[src/rtl/combo_lock_n_if.sv]
// Keypad-side bundle of the combination lock: digit entry strobes in, 7-segment and status out.
// master drives the keypad inputs; slave is the lock itself.
interface combo_lock_n_if;
  logic       enter;
  logic       prog;
  logic [3:0] digit;
  logic [6:0] hex0;
  logic [6:0] hex1;
  logic [6:0] hex2;
  logic [6:0] hex3;
  logic [6:0] hex4;
  logic [6:0] hex5;
  logic       is_open;
  logic       is_closed;

  modport master (
    output enter, prog, digit,
    input  hex0, hex1, hex2, hex3, hex4, hex5, is_open, is_closed
  );

  modport slave (
    input  enter, prog, digit,
    output hex0, hex1, hex2, hex3, hex4, hex5, is_open, is_closed
  );
endinterface

[src/rtl/combo_lock_n.sv]
// Combination lock: BCD code entry, reprogramming and 7-segment status; COMBO_LOCKOUT_EN adds a timed lockout.
// Latency: state updates on the clk edge that samples a strobe; displays are combinational from state and live digit.
// Backpressure: none; every enter-high cycle is one entry, strobes a state cannot use are dropped.
module combo_lock_n #(
  parameter int                      NUM_DIGITS     = 6,
  parameter logic [4*NUM_DIGITS-1:0] DEFAULT_CODE   = 24'h722297,
  parameter int                      MAX_FAILS      = 3,
  parameter int                      LOCKOUT_CYCLES = 1000
) (
  input logic           clk,
  input logic           reset,
  combo_lock_n_if.slave bus
);

  localparam int            IW   = (NUM_DIGITS > 1) ? $clog2(NUM_DIGITS) : 1;
  localparam logic [IW-1:0] LAST = IW'(NUM_DIGITS - 1);

  localparam logic [6:0] SEG_OFF = 7'h7F;
  localparam logic [6:0] SEG_P   = 7'h0C;
  localparam logic [6:0] SEG_E   = 7'h06;
  localparam logic [6:0] SEG_R   = 7'h2F;
  localparam logic [6:0] SEG_O   = 7'h40;
  localparam logic [6:0] SEG_N   = 7'h2B;
  localparam logic [6:0] SEG_C   = 7'h46;
  localparam logic [6:0] SEG_L   = 7'h47;
  localparam logic [6:0] SEG_S   = 7'h12;
  localparam logic [6:0] SEG_D   = 7'h21;

  if (NUM_DIGITS < 1 || NUM_DIGITS > 8 || MAX_FAILS < 1 || MAX_FAILS > 15 || LOCKOUT_CYCLES < 1) begin : g_cfg_check
    $error("combo_lock_n: parameter out of legal range");
  end

`ifdef COMBO_LOCKOUT_EN
  typedef enum logic [2:0] {ST_ENTRY, ST_OPEN, ST_CLOSED, ST_PROG, ST_LOCKOUT} state_t;
  localparam int            CW        = (LOCKOUT_CYCLES > 1) ? $clog2(LOCKOUT_CYCLES) : 1;
  localparam logic [CW-1:0] LOCK_LAST = CW'(LOCKOUT_CYCLES - 1);
  logic [CW-1:0] lock_cnt, lock_cnt_nxt;
  logic          lock_hit;
`else
  typedef enum logic [1:0] {ST_ENTRY, ST_OPEN, ST_CLOSED, ST_PROG} state_t;
`endif

  state_t                     state, state_nxt;
  logic [IW-1:0]              idx, idx_nxt;
  logic                       match, match_nxt;
  logic [3:0]                 fails, fails_nxt, fails_inc;
  logic [NUM_DIGITS-1:0][3:0] code, code_nxt;
  logic [IW-1:0]              nib_sel;
  logic                       digit_ok, valid, hit;

  function automatic logic [6:0] seg_digit(input logic [3:0] d);
    case (d)
      4'd0:    return 7'h40;
      4'd1:    return 7'h79;
      4'd2:    return 7'h24;
      4'd3:    return 7'h30;
      4'd4:    return 7'h19;
      4'd5:    return 7'h12;
      4'd6:    return 7'h02;
      4'd7:    return 7'h78;
      4'd8:    return 7'h00;
      4'd9:    return 7'h10;
      default: return SEG_OFF;
    endcase
  endfunction

  // idx 0 is the first-entered digit, held in the most significant nibble
  assign nib_sel   = LAST - idx;
  assign digit_ok  = (bus.digit <= 4'd9);
  assign valid     = bus.enter & digit_ok;
  assign hit       = (bus.digit == code[nib_sel]);
  assign fails_inc = (fails == 4'hF) ? fails : fails + 4'd1;
`ifdef COMBO_LOCKOUT_EN
  assign lock_hit  = ({1'b0, fails} + 5'd1) >= 5'(MAX_FAILS);
`endif

  always_ff @(posedge clk or negedge reset) begin
    if (!reset) begin
      state    <= ST_ENTRY;
      idx      <= '0;
      match    <= 1'b1;
      fails    <= '0;
      code     <= DEFAULT_CODE;
`ifdef COMBO_LOCKOUT_EN
      lock_cnt <= '0;
`endif
    end else begin
      state    <= state_nxt;
      idx      <= idx_nxt;
      match    <= match_nxt;
      fails    <= fails_nxt;
      code     <= code_nxt;
`ifdef COMBO_LOCKOUT_EN
      lock_cnt <= lock_cnt_nxt;
`endif
    end
  end

  always_comb begin
    state_nxt    = state;
    idx_nxt      = idx;
    match_nxt    = match;
    fails_nxt    = fails;
    code_nxt     = code;
`ifdef COMBO_LOCKOUT_EN
    lock_cnt_nxt = lock_cnt;
`endif
    case (state)
      ST_ENTRY: begin
        if (valid) begin
          match_nxt = match & hit;
          if (idx == LAST) begin
            idx_nxt = '0;
            if (match & hit) begin
              state_nxt = ST_OPEN;
              fails_nxt = '0;
            end else begin
              fails_nxt = fails_inc;
`ifdef COMBO_LOCKOUT_EN
              if (lock_hit) begin
                state_nxt    = ST_LOCKOUT;
                lock_cnt_nxt = '0;
              end else begin
                state_nxt = ST_CLOSED;
              end
`else
              state_nxt = ST_CLOSED;
`endif
            end
          end else begin
            idx_nxt = idx + 1'b1;
          end
        end
      end
      ST_OPEN: begin
        if (bus.prog) begin
          state_nxt = ST_PROG;
          idx_nxt   = '0;
        end
      end
      ST_PROG: begin
        if (valid) begin
          code_nxt[nib_sel] = bus.digit;
          if (idx == LAST) begin
            state_nxt = ST_ENTRY;
            idx_nxt   = '0;
            match_nxt = 1'b1;
          end else begin
            idx_nxt = idx + 1'b1;
          end
        end
      end
      ST_CLOSED: begin
        if (valid) begin
          state_nxt = ST_ENTRY;
          idx_nxt   = '0;
          match_nxt = 1'b1;
        end
      end
`ifdef COMBO_LOCKOUT_EN
      ST_LOCKOUT: begin
        if (lock_cnt == LOCK_LAST) begin
          state_nxt    = ST_ENTRY;
          lock_cnt_nxt = '0;
          fails_nxt    = '0;
          idx_nxt      = '0;
          match_nxt    = 1'b1;
        end else begin
          lock_cnt_nxt = lock_cnt + 1'b1;
        end
      end
`endif
      default: state_nxt = ST_ENTRY;
    endcase
  end

  always_comb begin
    bus.hex0      = SEG_OFF;
    bus.hex1      = SEG_OFF;
    bus.hex2      = SEG_OFF;
    bus.hex3      = SEG_OFF;
    bus.hex4      = SEG_OFF;
    bus.hex5      = SEG_OFF;
    bus.is_open   = 1'b0;
    bus.is_closed = 1'b0;
    if (!reset) begin
      bus.hex0 = seg_digit(bus.digit);
    end else begin
      case (state)
        ST_ENTRY, ST_PROG: begin
          if (state == ST_PROG) bus.hex5 = SEG_P;
          if (digit_ok) begin
            bus.hex0 = seg_digit(bus.digit);
          end else begin
            bus.hex4 = SEG_E;
            bus.hex3 = SEG_R;
            bus.hex2 = SEG_R;
            bus.hex1 = SEG_O;
            bus.hex0 = SEG_R;
          end
        end
        ST_OPEN: begin
          bus.hex3    = SEG_O;
          bus.hex2    = SEG_P;
          bus.hex1    = SEG_E;
          bus.hex0    = SEG_N;
          bus.is_open = 1'b1;
        end
        ST_CLOSED: begin
          bus.hex5      = SEG_C;
          bus.hex4      = SEG_L;
          bus.hex3      = SEG_O;
          bus.hex2      = SEG_S;
          bus.hex1      = SEG_E;
          bus.hex0      = SEG_D;
          bus.is_closed = 1'b1;
        end
`ifdef COMBO_LOCKOUT_EN
        ST_LOCKOUT: begin
          bus.hex5      = SEG_L;
          bus.hex4      = SEG_O;
          bus.hex3      = SEG_C;
          bus.is_closed = 1'b1;
        end
`endif
        default: ;
      endcase
    end
  end

endmodule

[src/flat_wrapper.sv]
// flat-port wrapper written by rule: the top's interface ports become plain ports
module combo_lock_n_flat 
#(
  parameter int                      NUM_DIGITS     = 6,
  parameter logic [4*NUM_DIGITS-1:0] DEFAULT_CODE   = 24'h722297,
  parameter int                      MAX_FAILS      = 3,
  parameter int                      LOCKOUT_CYCLES = 1000
)
  (clk, reset, bus_enter, bus_prog, bus_digit, bus_hex0, bus_hex1, bus_hex2, bus_hex3, bus_hex4, bus_hex5, bus_is_open, bus_is_closed);
  combo_lock_n_if bus_i ();
  input logic clk;
  input logic reset;
  input wire logic [$bits(bus_i.enter)-1:0] bus_enter;
  input wire logic [$bits(bus_i.prog)-1:0] bus_prog;
  input wire logic [$bits(bus_i.digit)-1:0] bus_digit;
  output wire logic [$bits(bus_i.hex0)-1:0] bus_hex0;
  output wire logic [$bits(bus_i.hex1)-1:0] bus_hex1;
  output wire logic [$bits(bus_i.hex2)-1:0] bus_hex2;
  output wire logic [$bits(bus_i.hex3)-1:0] bus_hex3;
  output wire logic [$bits(bus_i.hex4)-1:0] bus_hex4;
  output wire logic [$bits(bus_i.hex5)-1:0] bus_hex5;
  output wire logic [$bits(bus_i.is_open)-1:0] bus_is_open;
  output wire logic [$bits(bus_i.is_closed)-1:0] bus_is_closed;
  assign bus_i.enter = bus_enter;
  assign bus_i.prog = bus_prog;
  assign bus_i.digit = bus_digit;
  assign bus_hex0 = bus_i.hex0;
  assign bus_hex1 = bus_i.hex1;
  assign bus_hex2 = bus_i.hex2;
  assign bus_hex3 = bus_i.hex3;
  assign bus_hex4 = bus_i.hex4;
  assign bus_hex5 = bus_i.hex5;
  assign bus_is_open = bus_i.is_open;
  assign bus_is_closed = bus_i.is_closed;
  combo_lock_n #(.NUM_DIGITS(NUM_DIGITS), .DEFAULT_CODE(DEFAULT_CODE), .MAX_FAILS(MAX_FAILS), .LOCKOUT_CYCLES(LOCKOUT_CYCLES)) u_core (.clk(clk), .reset(reset), .bus(bus_i));
endmodule
[config.mk]
export PLATFORM = sky130hd
export DESIGN_NAME = combo_lock_n_flat
export DESIGN_NICKNAME = d
export VERILOG_FILES = /design/src/rtl/combo_lock_n_if.sv /design/src/rtl/combo_lock_n.sv /design/src/flat_wrapper.sv
export SDC_FILE = /design/constraint.sdc
export NUM_CORES = 1
export LEC_CHECK = 0
export ABC_AREA = 1
export CELL_PAD_IN_SITES_DETAIL_PLACEMENT = 0
export CELL_PAD_IN_SITES_GLOBAL_PLACEMENT = 1
export CORE_MARGIN = 2
export CORE_UTILIZATION = 39
export DETAILED_ROUTE_END_ITERATION = 6
export PLACE_DENSITY = 0.93
export RECOVER_POWER = 50
export SETUP_SLACK_MARGIN = 0.02
export SKIP_CTS_REPAIR_TIMING = 1
export SYNTH_ARGS = -nofsm -noshare
export SYNTH_HDL_FRONTEND = slang
export SYNTH_SLANG_ARGS = --single-unit
[constraint.sdc]
create_clock -name clk -period 4.3 [get_ports clk]
set_input_delay 0.86 -clock clk [delete_from_list [all_inputs] [get_ports clk]]
set_output_delay 0.86 -clock clk [all_outputs]
set_load 0.01 [all_outputs]
======== Yosys cells after proc, flatten, opt, wreduce, memory -nomap -nowiden ========
Memory sizes are Yosys's and may differ from the RTL's.
Cells that the tools add are included.
word-level totals
  flip-flop bits (word level) ............. 30
  latch bits .............................. 0
  bits in writable memories ............... 0
  memory bits (read-only) ................. 224
  bits of input ports ..................... 8
  memories ................................ 2
cells by class
  add/sub/neg operators ................... 2
  multiply operators ...................... 0
  divide/modulo/power cells ............... 0
  magnitude comparators ................... 3
  equality and inequality tests ........... 12
  shift-type cells ........................ 0
  multiplexer cells ....................... 44
  bitwise logic cells ..................... 2
  reduce and logical (&&, ||, !) cells .... 9
memory list
  memory            words  width  rd ports  clocked after Yosys merged registers in  write ports  line                text
  (name not given)  16     7      1         0                                        0            combo_lock_n.sv:52  case (d)
  (name not given)  16     7      1         0                                        0            combo_lock_n.sv:52
operators by type and width
  kind                                                                count
  2-to-1 mux 7 bit                                                    10
  case mux 7 bit (2 select lines)                                     4
  case mux 7 bit (3 select lines)                                     2
  bitwise mux 24 bit                                                  1
  2-to-1 mux 2 bit                                                    7
  binary-select mux 4 bit (select 3 bit)                              1
  demux 4 bit (select 3 bit)                                          1
  2-to-1 mux 3 bit                                                    4
  inequality test 2 x 1 -> 1 bit (second input constant)              6
  case mux 3 bit (3 select lines)                                     1
  2-to-1 mux 1 bit                                                    8
  2-to-1 mux 4 bit                                                    2
  case mux 2 bit (4 select lines)                                     1
  2-to-1 mux 6 bit                                                    1
  AND reduction 6 bit                                                 1
  AND reduction 5 bit                                                 1
  == test 2 bit (second input constant)                               2
  == test 4 bit                                                       1
  <= comparator 4 bit (second input constant)                         1
  < comparator 3 x 4 -> 1 bit (second input constant)                 1
  OR reduction 2 bit                                                  2
  adder 3 x 1 -> 3 bit (second input constant)                        1
  == test 3 bit (second input constant)                               1
  greater-or-equal comparator 3 x 1 -> 1 bit (second input constant)  1
  10 further kinds                                                    11

======== Depth between registers and ports, before layout ========
Gate-level depths: netlist of run 1.
  word-level depth ........................ 9
  mapped depth ............................ 14
  mapped depth without buffers ............ 13

======== Worst setup path after synthesis of run 1 ========
Ideal clock, no wire load.
  kind .................................... input to output
  start ................................... input bus_digit[0]
  end ..................................... output bus_hex4[4]
  data arrival time ....................... 2.228 ns
  required time ........................... 3.440 ns
  path slack .............................. 1.212 ns
  stages on the path ...................... 9
  path buffers ............................ 1
  cell sequence ........................... inv_1 ha_1 a21oi_2 nand2_2 nor2_1 nor2_1 inv_1 nand2_1 buf_4
on the way
  longest elaborated chain between the ends .. 4
RTL lines
  what                             line                 text
  from (decl)                      flat_wrapper.sv:15   input wire logic [$bits(bus_i.digit)-1:0] bus_digit;
  <= comparator 4 bit              combo_lock_n.sv:69   assign digit_ok = (bus.digit <= 4'd9);
  2-to-1 mux 7 bit                 combo_lock_n.sv:192  if (digit_ok) begin
  case mux 7 bit (2 select lines)  combo_lock_n.sv:189  case (state)
  2-to-1 mux 7 bit                 combo_lock_n.sv:186  if (!reset) begin
  to (decl)                        flat_wrapper.sv:20   output wire logic [$bits(bus_i.hex4)-1:0] bus_hex4;
Every way passes these cells.

======== Worst setup path after layout of run 1 ========
  start ................................... input bus_digit[1]
  end ..................................... output bus_hex0[1]
on the way
  longest elaborated chain between the ends .. 4
  elaborated cells between the ends (all ways) .. 6
  classes of those cells .................. order compare: 1; mux: 3; memory: 2
RTL lines
  what                                                                    line                 text
  memory read (16 x 7 bit) / <= comparator 4 bit (equally long branches)  -
  2-to-1 mux 7 bit                                                        combo_lock_n.sv:192
  case mux 7 bit (3 select lines)                                         combo_lock_n.sv:189
  2-to-1 mux 7 bit (*)                                                    combo_lock_n.sv:186
  to (decl)                                                               flat_wrapper.sv:16   output wire logic [$bits(bus_i.hex0)-1:0] bus_hex0;
Every way passes the cells marked *; elsewhere a longest branch is shown, timed or not.

==> metrics.md, run 1 <==
| Metric | Value |
|---|---|
| Status | `complete, no violations` |
| CP startpoint kind | `primary input` |
| Final number of hold-violating endpoints | `0` |
| IO Pins | `52` |
| Commonest non-fill, non-tap cell in the layout | `nand2_1` |
| CTS tree | `built` |
| Max_cap viols | `0` |
| Setup TNS | `0 ns` |
| Pwr/cell area | `668 mW/mm²` |
| Starting Density | `39.9%` |
| CTS Buffer Depth | `2` |
| Syn avg cell area | `around 7.5 µm²` |
| Period minus WS final | `between 3 and 4 ns` |
| Synth-to-layout area growth | `18.5%` |
| Worst-Skew Late Latency | `between 0.2 and 0.3 ns` |
| Hpwl dp | `~4 mm` |
| HP Class | `flip-flop to flip-flop` |
| Fillers | `slightly below 600` |
| Leak pwr | `roughly 1.3 nW` |
| CTS clk-pin slew, worst paths | `0.06 ns` |
| CTS Buf Count | `5` |
| GP Congestion | `0.860` |
| Site Rows | `28` |
| Top layer in use | `met4` |
| Pin count of the biggest net entering global routing | `35` |
| Most frequent cells in the layout | `nand2_1 (87), clkdlybuf4s50_1 (47), inv_1 (46), o21ai_0 (22)` |
| Crit path max fanout | `7` |
| Max IR drop VDD | `around 0.00033 V` |
| CTS H-Tree Depth | `2` |
| Hold Path Cell Cnt | `1` |
| Metal3 WL | `213 µm` |
| Synth Cell Area | `0.00233 mm²` |
| CTS root buffer | `clkbuf_8` |
| HP Start | `u_core.code[23]` |
| Final net count | `around 370` |
| Clock Sinks | `30` |
| Total track usage | `17.4%` |
| Die area | `around 0.0066 mm²` |
| Synth cell types | `32` |
| RSZ-0062 raised after global routing | `no` |
| Total wire length | `5.28 mm` |
| Final Skew | `a little under 0.007 ns` |
| WL met1 | `between 2 and 2.5 mm` |
| Die W | `81.3 µm` |
| Worst reg2reg startpoint | `u_core.idx[1]` |
| Pre-Repair DR Iteration Count | `4` |
| Grt total ovfl | `0` |
| First-pass GRT wire length | `8.89 mm` |
| Final WS setup | `0.311 ns` |
| WL per Instance | `12.7 µm` |
| Core Region | `0.00585 mm²` |
| CP arrival | `approximately 3.1 ns` |
| Yosys reg bits | `30` |
| Diode count | `0` |
| Routed vias/inst | `around 4.7` |
| Detail Route met2 WL | `between 2 and 3 mm` |
| Antenna violations before repair | `0` |
| Antenna-violating nets left | `0` |
| Final setup vio count | `0` |
| DRC violations left | `0` |
| Critical path type | `primary input to primary output` |
| # port buffers | `48` |
| Reg-to-Reg End | `u_core.state[1]` |
| Synthesized instance count | `309` |
| DP Worst Slack | `between 0.2 and 0.25 ns` |
| Fin util | `a little under half` |
| R2R depth | `10` |
| R2R Setup Slk | `roughly 2.0 ns` |
| Die H | `81.3 µm` |
| Slew HR | `between 40 and 50%` |
| Seq/Total Area, Yosys | `between 30 and 40%` |
| Achievable Freq | `approximately 0.25 GHz` |
| Slew @ Worst Pin | `between 0.8 and 0.9 ns` |
| Max-slew violations | `0` |
| Tcrit/Tclk final | `a little over 90%` |
| Yosys warns | `0` |
| Req. time, crit path | `around 3.4 ns` |
| 1st-iter DRT viols | `between 200 and 250` |
| Hold path endpoint | `u_core.code[23]` |
| Number of global-route vias before repair | `1939` |
| DR vias | `~2000` |
| Share of layout cells above drive strength 1 | `about an eighth` |
| Crit path capture type | `primary output` |
==> through the flow <==
step           area (µm²)  power (mW)  instances  hold WS [ns]
4_1_cts              2810        1.89        417         0.498
2_1_floorplan        2340        1.31        311         0.465
3_5_place_dp         2710        1.60        409         0.483
5_1_grt              2760        2.02        417         0.515
3_3_place_gp         2710        1.58        409         0.475
6_report             2760        1.85        417         0.491
==> worst max path at each step <==
stage                             from          end  slack, ns  cells after the start
after global routing      bus_digit[1]  bus_hex0[1]       0.10                     11
after floorplan           bus_digit[0]  bus_hex4[4]       1.21                      9
after global placement    bus_digit[1]  bus_hex0[6]       0.27                     10
after detailed placement  bus_digit[1]  bus_hex4[4]       0.22                     10
final                     bus_digit[1]  bus_hex0[1]       0.31                     11
after CTS                 bus_digit[1]  bus_hex0[6]       0.19                     10
==> per-layer routing <==
metal | vias to the layer above | track usage [%]
met3 | 6 | 3.44
met1 | 909 | 23.2
met2 | 50 | 28.0
li1 | 1007 | -
met5 | - | 0
met4 | 0 | 6.27
==> synth_stat cells <==
cell type | instances | area share, %
inv_1 | 45 | 7.2
nand3_1 | 18 | 3.9
xor2_1 | 1 | 0.38
dfrtp_1 | 18 | 19
o21a_1 | 4 | 1.3
o211ai_2 | 2 | 1.1
nand2_1 | 85 | 14
a31oi_1 | 1 | 0.27
o21ai_0 | 18 | 3.9
a21boi_2 | 1 | 0.48
buf_12 | 1 | 0.86
o21ai_1 | 8 | 1.7
conb_1 | 1 | 0.16
ha_1 | 16 | 8.6
buf_2 | 1 | 0.21
o21ai_2 | 1 | 0.38
nand2_2 | 1 | 0.27
a21oi_1 | 11 | 2.4
nor2_2 | 5 | 1.3
inv_4 | 1 | 0.27
buf_4 | 25 | 8.0
nand3_2 | 2 | 0.86
buf_6 | 3 | 1.4
o211ai_1 | 5 | 1.6
dfstp_2 | 12 | 14
or2_2 | 2 | 0.54
inv_2 | 3 | 0.48
nor2_1 | 9 | 1.4
nor3_4 | 4 | 2.8
nand2_4 | 1 | 0.48
nand4_1 | 3 | 0.80
a21oi_2 | 1 | 0.38
==> kinds of logic after synthesis <==
| logic type | count (synthesis) | synth area share [%] |
|---|---|---|
| adder cells (fa/ha/maj) | 16 | 8.58 |
| XOR/XNOR | 1 | 0.376 |
| AO/OA/AOI/OAI | 52 | 13.4 |
| flip-flops | 30 | 32.8 |
| other | 1 | 0.161 |
| AND/OR/NAND/NOR | 130 | 26.1 |
| buffers and inverters | 79 | 18.6 |
==> state kept, by name, indices dropped and copies added, names as in the netlist <==
| signal | count |
|---|---|
| u_core.code | 24 |
| u_core.idx | 3 |
| u_core.match | 1 |
| u_core.state | 2 |
==> area by class of cell <==
class	instances	area (µm²)	share of cell area [%]
inverter	49	186	6.75
multi-input combinational	202	1090	39.5
tap	75	93.8	3.40
sequential	30	766	27.7
timing repair buffer	53	518	18.7
clock buffer	5	68.8	2.49
clock inverter	3	40.0	1.45
==> power by group <==
part	total, mW	internal (mW)	leakage [nW]	switching, mW
logic	1.05	0.480	0.967	0.569
registers	0.516	0.427	0.317	0.0893
clock network	0.280	0.170	0.0579	0.110
==> worst max-delay path: stages <==
cell,delay [ns]
clkdlybuf4s50_1,0.52
inv_1,0.15
ha_1,0.24
a21oi_2,0.16
nand2_1,0.09
nor2_1,0.15
inv_1,0.07
nor2_1,0.16
a21oi_1,0.07
o21ai_0,0.08
clkdlybuf4s50_1,0.57
No activity file was read; power rests on OpenSTA's default activity.
==> inputs of run 2 (changes only) <==
--- a/config.mk
+++ b/config.mk
@@ -11,6 +11,7 @@
 export CORE_MARGIN = 2
 export CORE_UTILIZATION = 39
 export DETAILED_ROUTE_END_ITERATION = 6
+export GPL_TIMING_DRIVEN = 0
 export PLACE_DENSITY = 0.93
 export RECOVER_POWER = 50
 export SETUP_SLACK_MARGIN = 0.02
==> run 2 against run 1 <==
Net effect:
- clock power shrank 15%
- clock skew is 0.0030 ns lower
- highest routed layer unchanged
- via count increased by 5.5%
- critical path type unchanged
- non-clock buffer count rose by 24
- routed wire length is 2.0% higher
- critical endpoint unchanged
- cell area up 6.5%
- largest power group unchanged
- global-route usage rose by 0.57 points
- flip-flop and latch count is the same
==> metrics.md, run 2 (synthesis gave the netlist of run 1 again) <==
| Metric | Value |
|---|---|
| Status | `complete, no violations` |
| DR vias | `between 2000 and 2500` |
| First-pass GRT wire length | `between 9 and 10 mm` |
| Hpwl dp | `between 3 and 4 mm` |
| Req. time, crit path | `between 3 and 4 ns` |
| Achievable Freq | `0.247 GHz` |
| Clock Sinks | `30` |
| Multi-input gate area | `around 0.0011 mm²` |
| Max-slew violations | `0` |
| Fillers | `between 500 and 600` |
| CTS Buf Count | `5` |
| Max FFs per register | `24` |
| Critical path type | `primary input to primary output` |
| Slew @ Worst Pin | `between 0.8 and 0.9 ns` |
| CTS tree | `built` |
| Leak pwr | `between 1 and 1.5 nW` |
| Final setup vio count | `0` |
| CP arrival | `roughly 3.2 ns` |
| Number of global-route vias before repair | `approximately 2100` |
| Crit path cell chain | `dlymetal6s2s_1 -> inv_1 -> ha_1 -> a21oi_2 -> nand2_2 -> nor2_1 -> inv_1 -> nor2_1 -> a21oi_1 -> o21ai_0 -> clkdlybuf4s50_1` |
| Antenna violations before repair | `0` |
| RSZ-0062 raised after global routing | `no` |
| WL per Instance | `~12 µm` |
| CP Buf/Inv Count | `4` |
| Antenna-violating nets left | `0` |
| DRC violations left | `0` |
| Crit path capture type | `primary output` |
| 1st-iter DRT viols | `approximately 130` |
| Placed cell count | `433` |
| Diode count | `0` |
| Final Cell Area | `0.00294 mm²` |
| CTS clk-pin slew, worst paths | `around 0.07 ns` |
| Slowest stage cell on the critical path | `clkdlybuf4s50_1` |
| HP Class | `flip-flop to flip-flop` |
| Final WS setup | `between 0.2 and 0.25 ns` |
| CP startpoint kind | `primary input` |
| Pwr/cell area | `between 600 and 700 mW/mm²` |
| Largest regs | `u_core.code x24, u_core.idx x3, u_core.state x2` |
| Core Region | `between 0.005 and 0.006 mm²` |
| Pre-Repair DR Iteration Count | `4` |
| Largest Register | `u_core.code` |
| CTS H-Tree Depth | `2` |
| Final number of hold-violating endpoints | `0` |
| Pin count of the biggest net entering global routing | `37` |
| CTS Buffer Depth | `2` |
| Most frequent cells in the layout | `nand2_1 (86), inv_1 (46), clkdlybuf4s50_1 (44), buf_4 (25), o21ai_0 (20)` |
| Die H | `just over 80 µm` |
| Total wire length | `5.38 mm` |
| Share of layout cells above drive strength 1 | `about 19%` |
| Min Hold Slack | `about 0.5 ns` |
| DP Worst Slack | `-0.296 ns` |
| Die W | `between 80 and 90 µm` |
| Site Rows | `28` |
| Max_cap viols | `0` |
| Period minus WS final | `approximately 4.1 ns` |
| Final Skew | `roughly 0.0039 ns` |
| Setup TNS | `0 ns` |
| Starting Density | `between 30% and 40%` |
| Area post-placement | `~0.0029 mm²` |
| Synth-to-layout area growth | `26.2%` |
| Grt total ovfl | `0` |
| IO Pins | `52` |
| Die area | `around 0.0066 mm²` |
| Register area | `roughly 770 µm²` |
| Routed vias/inst | `4.72` |
| Worst-Skew Late Latency | `approximately 0.28 ns` |
| Total track usage | `between 10% and 20%` |
| GP Congestion | `between 0.8 and 0.9` |
| Final net count | `roughly 390` |
| Final non-filler cell total | `between 400 and 500` |
| Crit path max fanout | `10` |
| Largest stage delay, worst path | `0.58 ns` |
| # port buffers | `47` |
| CTS root buffer | `clkbuf_8` |
| Slew HR | `40.5%` |
| Max IR drop VDD | `0.000369 V` |
| Tcrit/Tclk final | `94.3%` |
| Commonest non-fill, non-tap cell in the layout | `nand2_1` |
| Crit-path leading delay family | `buffers and inverters` |
[run 2: report_power, final]
group,internal (mW),switching (mW),total (mW),leakage [nW]
logic,0.608,0.625,1.23,1.10
registers,0.427,0.0633,0.491,0.317
clock network,0.128,0.111,0.239,0.0472
total,1.16,0.799,1.96,1.46
[run 2: tightest hold or removal path, cell delays in order (launching register included)]
cell and delay (ns):
dfstp_2 0.36, inv_1 0.05, o21ai_0 0.08
[run 2: stage by stage]
stage	utilization [%]	total power, mW
after detailed placement	49.6	1.76
after global routing	50.3	2.14
after CTS	51.2	2.01
final	50.3	1.96
after global placement	49.6	1.74
after floorplan	-	1.31
[run 2: cell type report]
class                           count  share of cell area (%)
Clock buffer                        6                    2.80
Timing Repair Buffer               47                    16.0
Sequential cell                    30                    26.0
Tap cell                           75                    3.19
Inverter                           49                    6.33
Multi-Input combinational cell    202                    36.9
Clock inverter                      2                   0.425
Buffer                             30                    8.37
[run 2: metal layers]
| layer | global-route usage (%) | vias to the layer above | share of wire (%) |
|---|---|---|---|
| li1 | - | 1064 | - |
| met1 | 22.8 | 966 | 47 |
| met2 | 30.3 | 41 | 48 |
| met3 | 3.56 | 10 | 3.9 |
| met4 | 6.44 | 0 | 1.6 |
| met5 | 0 | - | 0 |
[run 2: final timing paths]
path	from	end	slack, ns	cells after the start
setup / recovery	bus_digit[1]	bus_hex0[1]	0.25	11
hold / removal	u_core.code[0]	u_core.code[0]	0.50	2
setup reg to reg	u_core.idx[1]	u_core.state[1]	2.10	10
hold reg to reg	u_core.code[0]	u_core.code[0]	0.50	2
max in group asynchronous	reset	u_core.idx[1]	3.14	1
min in group asynchronous	reset	u_core.code[10]	0.66	1
==> inputs of run 3 (changes only) <==
--- a/config.mk
+++ b/config.mk
@@ -9,10 +9,10 @@
 export CELL_PAD_IN_SITES_DETAIL_PLACEMENT = 0
 export CELL_PAD_IN_SITES_GLOBAL_PLACEMENT = 1
 export CORE_MARGIN = 2
-export CORE_UTILIZATION = 39
+export CORE_UTILIZATION = 26
 export DETAILED_ROUTE_END_ITERATION = 6
 export GPL_TIMING_DRIVEN = 0
-export PLACE_DENSITY = 0.93
+export PLACE_DENSITY = 0.68
 export RECOVER_POWER = 50
 export SETUP_SLACK_MARGIN = 0.02
 export SKIP_CTS_REPAIR_TIMING = 1
==> run 3 against run 2 <==
Net effect:
- fmax increased by 4.0%
- global-route usage decreased by 5.2 points
- sequential power is essentially flat
- highest routed layer unchanged
==> metrics.md, run 3 (synthesis gave the netlist of run 1 again) <==
| Metric | Value |
|---|---|
| Pin count of the biggest net entering global routing | `37` |
| Overall power | `2.01 mW` |
| Max FFs per register | `24` |
| Number of global-route vias before repair | `~2000` |
| First-pass GRT wire length | `approximately 10 mm` |
| Period minus WS final | `between 3 and 4 ns` |
| Min Hold Slack | `about 0.50 ns` |
| RSZ-0062 raised after global routing | `no` |
| Routed vias/inst | `roughly 4.3` |
| Final Skew | `0.00926 ns` |
| Req. time, crit path | `3.44 ns` |
| Slew @ Worst Pin | `~0.77 ns` |
| Status | `complete, no violations` |
| Slowest stage cell on the critical path | `clkdlybuf4s50_1` |
| Final WS setup | `about 0.40 ns` |
| Antenna-violating nets left | `0` |
| Grt total ovfl | `0` |
| Worst-Skew Late Latency | `~0.29 ns` |
| Crit path cell chain | `clkbuf_2 -> inv_1 -> ha_1 -> a21oi_1 -> nand2_2 -> nor2_1 -> nor2_2 -> inv_1 -> nand2_1 -> buf_4 -> clkdlybuf4s50_1` |
| Max-slew violations | `0` |
| Max_cap viols | `0` |
| Synth-to-layout area growth | `28.2%` |
| CTS Buffer Depth | `2` |
| Largest regs | `u_core.code x24, u_core.idx x3, u_core.state x2` |
| CP startpoint kind | `primary input` |
| Achievable Freq | `0.257 GHz` |
| Final net count | `approximately 400` |
| Die W | `between 90 and 100 µm` |
| Commonest non-fill, non-tap cell in the layout | `nand2_1` |
| Clock Sinks | `30` |
| Placed cell count | `roughly 470` |
| Diode count | `0` |
| DR vias | `approximately 2000` |
| CTS clk-pin slew, worst paths | `0.06 ns` |
| Core Region | `between 0.008 and 0.009 mm²` |
| Pwr/cell area | `about 670 mW/mm²` |
| Crit path capture type | `primary output` |
| R2R depth | `10` |
| Crit-path most repeated cell | `inv_1` |
| Starting Density | `between 20% and 30%` |
| Final number of hold-violating endpoints | `0` |
| Total track usage | `12.8%` |
| # port buffers | `47` |
| IO Pins | `52` |
| Total wire length | `between 5 and 6 mm` |
| Worst Setup SP | `bus_digit[1]` |
| CP endpoint | `bus_hex4[4]` |
| CTS tree | `built` |
| R2R Setup Slk | `roughly 2.1 ns` |
| Share of layout cells above drive strength 1 | `a little under a fifth` |
| CTS Buf Count | `5` |
| DRC violations left | `0` |
| CTS root buffer | `clkbuf_8` |
| 1st-iter DRT viols | `73` |
| Most frequent cells in the layout | `nand2_1 (86), inv_1 (46), clkdlybuf4s50_1 (44), buf_4 (25), o21ai_0 (23)` |
| Worst reg2reg startpoint | `u_core.idx[1]` |
| Pre-Repair DR Iteration Count | `4` |
| Largest stage delay, worst path | `~0.47 ns` |
| Critical path type | `primary input to primary output` |
| Die H | `approximately 100 µm` |
| Fin util | `about 34%` |
| Largest Register | `u_core.code` |
| Crit path max fanout | `10` |
| WL per Instance | `around 12 µm` |
| Tcrit/Tclk final | `approximately nine tenths` |
| Site Rows | `34` |
| Antenna violations before repair | `0` |
| Max IR drop VDD | `around 0.00025 V` |
| Leak pwr | `roughly 1.5 nW` |
| Slew HR | `between 40% and 50%` |
| HP Class | `flip-flop to flip-flop` |
| Reg-to-Reg End | `u_core.state[1]` |
| Die area | `a little under 0.01 mm²` |
| CTS H-Tree Depth | `2` |
| Final setup vio count | `0` |
| Hpwl dp | `approximately 4.3 mm` |
| GP Congestion | `just under 0.8` |
| CP arrival | `about 3.0 ns` |
| DP Worst Slack | `-0.351 ns` |
| Final non-filler cell total | `approximately 470` |
| Fillers | `932` |
[run 3: cell count changes in the layout (fill, tap and decap cells not counted), sizes merged]
| cell | before | now |
|---|---|---|
| buf | 31 | 30 |
| clkbuf | 6 | 8 |
| bufinv | 0 | 1 |
| dlymetal6s2s | 2 | 0 |
| clkinvlp | 1 | 0 |
| clkinv | 1 | 2 |
[run 3: cell type report]
cell class / instances / area, µm² / share of cell area [%]
buffer: 30 / 246 / 8.24
inverter: 49 / 186 / 6.23
clock inverter: 3 / 40.0 / 1.34
multi-input combinational: 202 / 1090 / 36.4
tap: 108 / 135 / 4.52
timing repair buffer: 47 / 458 / 15.3
clock buffer: 5 / 68.8 / 2.30
sequential: 30 / 766 / 25.6
[run 3: worst max-delay path: cells and delay by family]
kind,cells,cell delay (ns)
AND/OR/NAND/NOR,4,0.46
adder cells (fa/ha/maj),1,0.24
AO/OA/AOI/OAI,1,0.22
buffers and inverters,5,1.25
[run 3: through the flow]
stage / area (µm²) / setup TNS (ns)
floorplan: 2340 / 0
global placement: 2950 / -21.11
detailed placement: 2940 / -2.84
CTS: 3050 / -3.01
global route: 2990 / 0
finish: 2990 / 0
[run 3: worst min path at each step]
| stage | startpoint | endpoint | slack [ns] | cells after the start |
|---|---|---|---|---|
| 3_3_place_gp | u_core.code[23] | u_core.code[23] | 0.48 | 1 |
| 4_1_cts | u_core.code[2] | u_core.code[2] | 0.50 | 2 |
| 3_5_place_dp | u_core.code[2] | u_core.code[2] | 0.49 | 2 |
| 5_1_grt | u_core.code[0] | u_core.code[0] | 0.53 | 2 |
| 6_report | u_core.code[2] | u_core.code[2] | 0.50 | 2 |
| 2_1_floorplan | u_core.code[23] | u_core.code[23] | 0.46 | 1 |
[run 3: power breakdown]
group,internal (mW),total (mW),switching [mW]
sequential,0.427,0.491,0.0634
clock,0.170,0.282,0.112
combinational,0.605,1.24,0.632
[run 3: metal layers]
metal	up-vias	global-route usage, %	part of all wire, %
li1	1058	-	-
met5	-	0	0
met3	10	2.27	2.7
met1	941	16.7	47
met4	0	4.21	2.0
met2	35	21.5	48
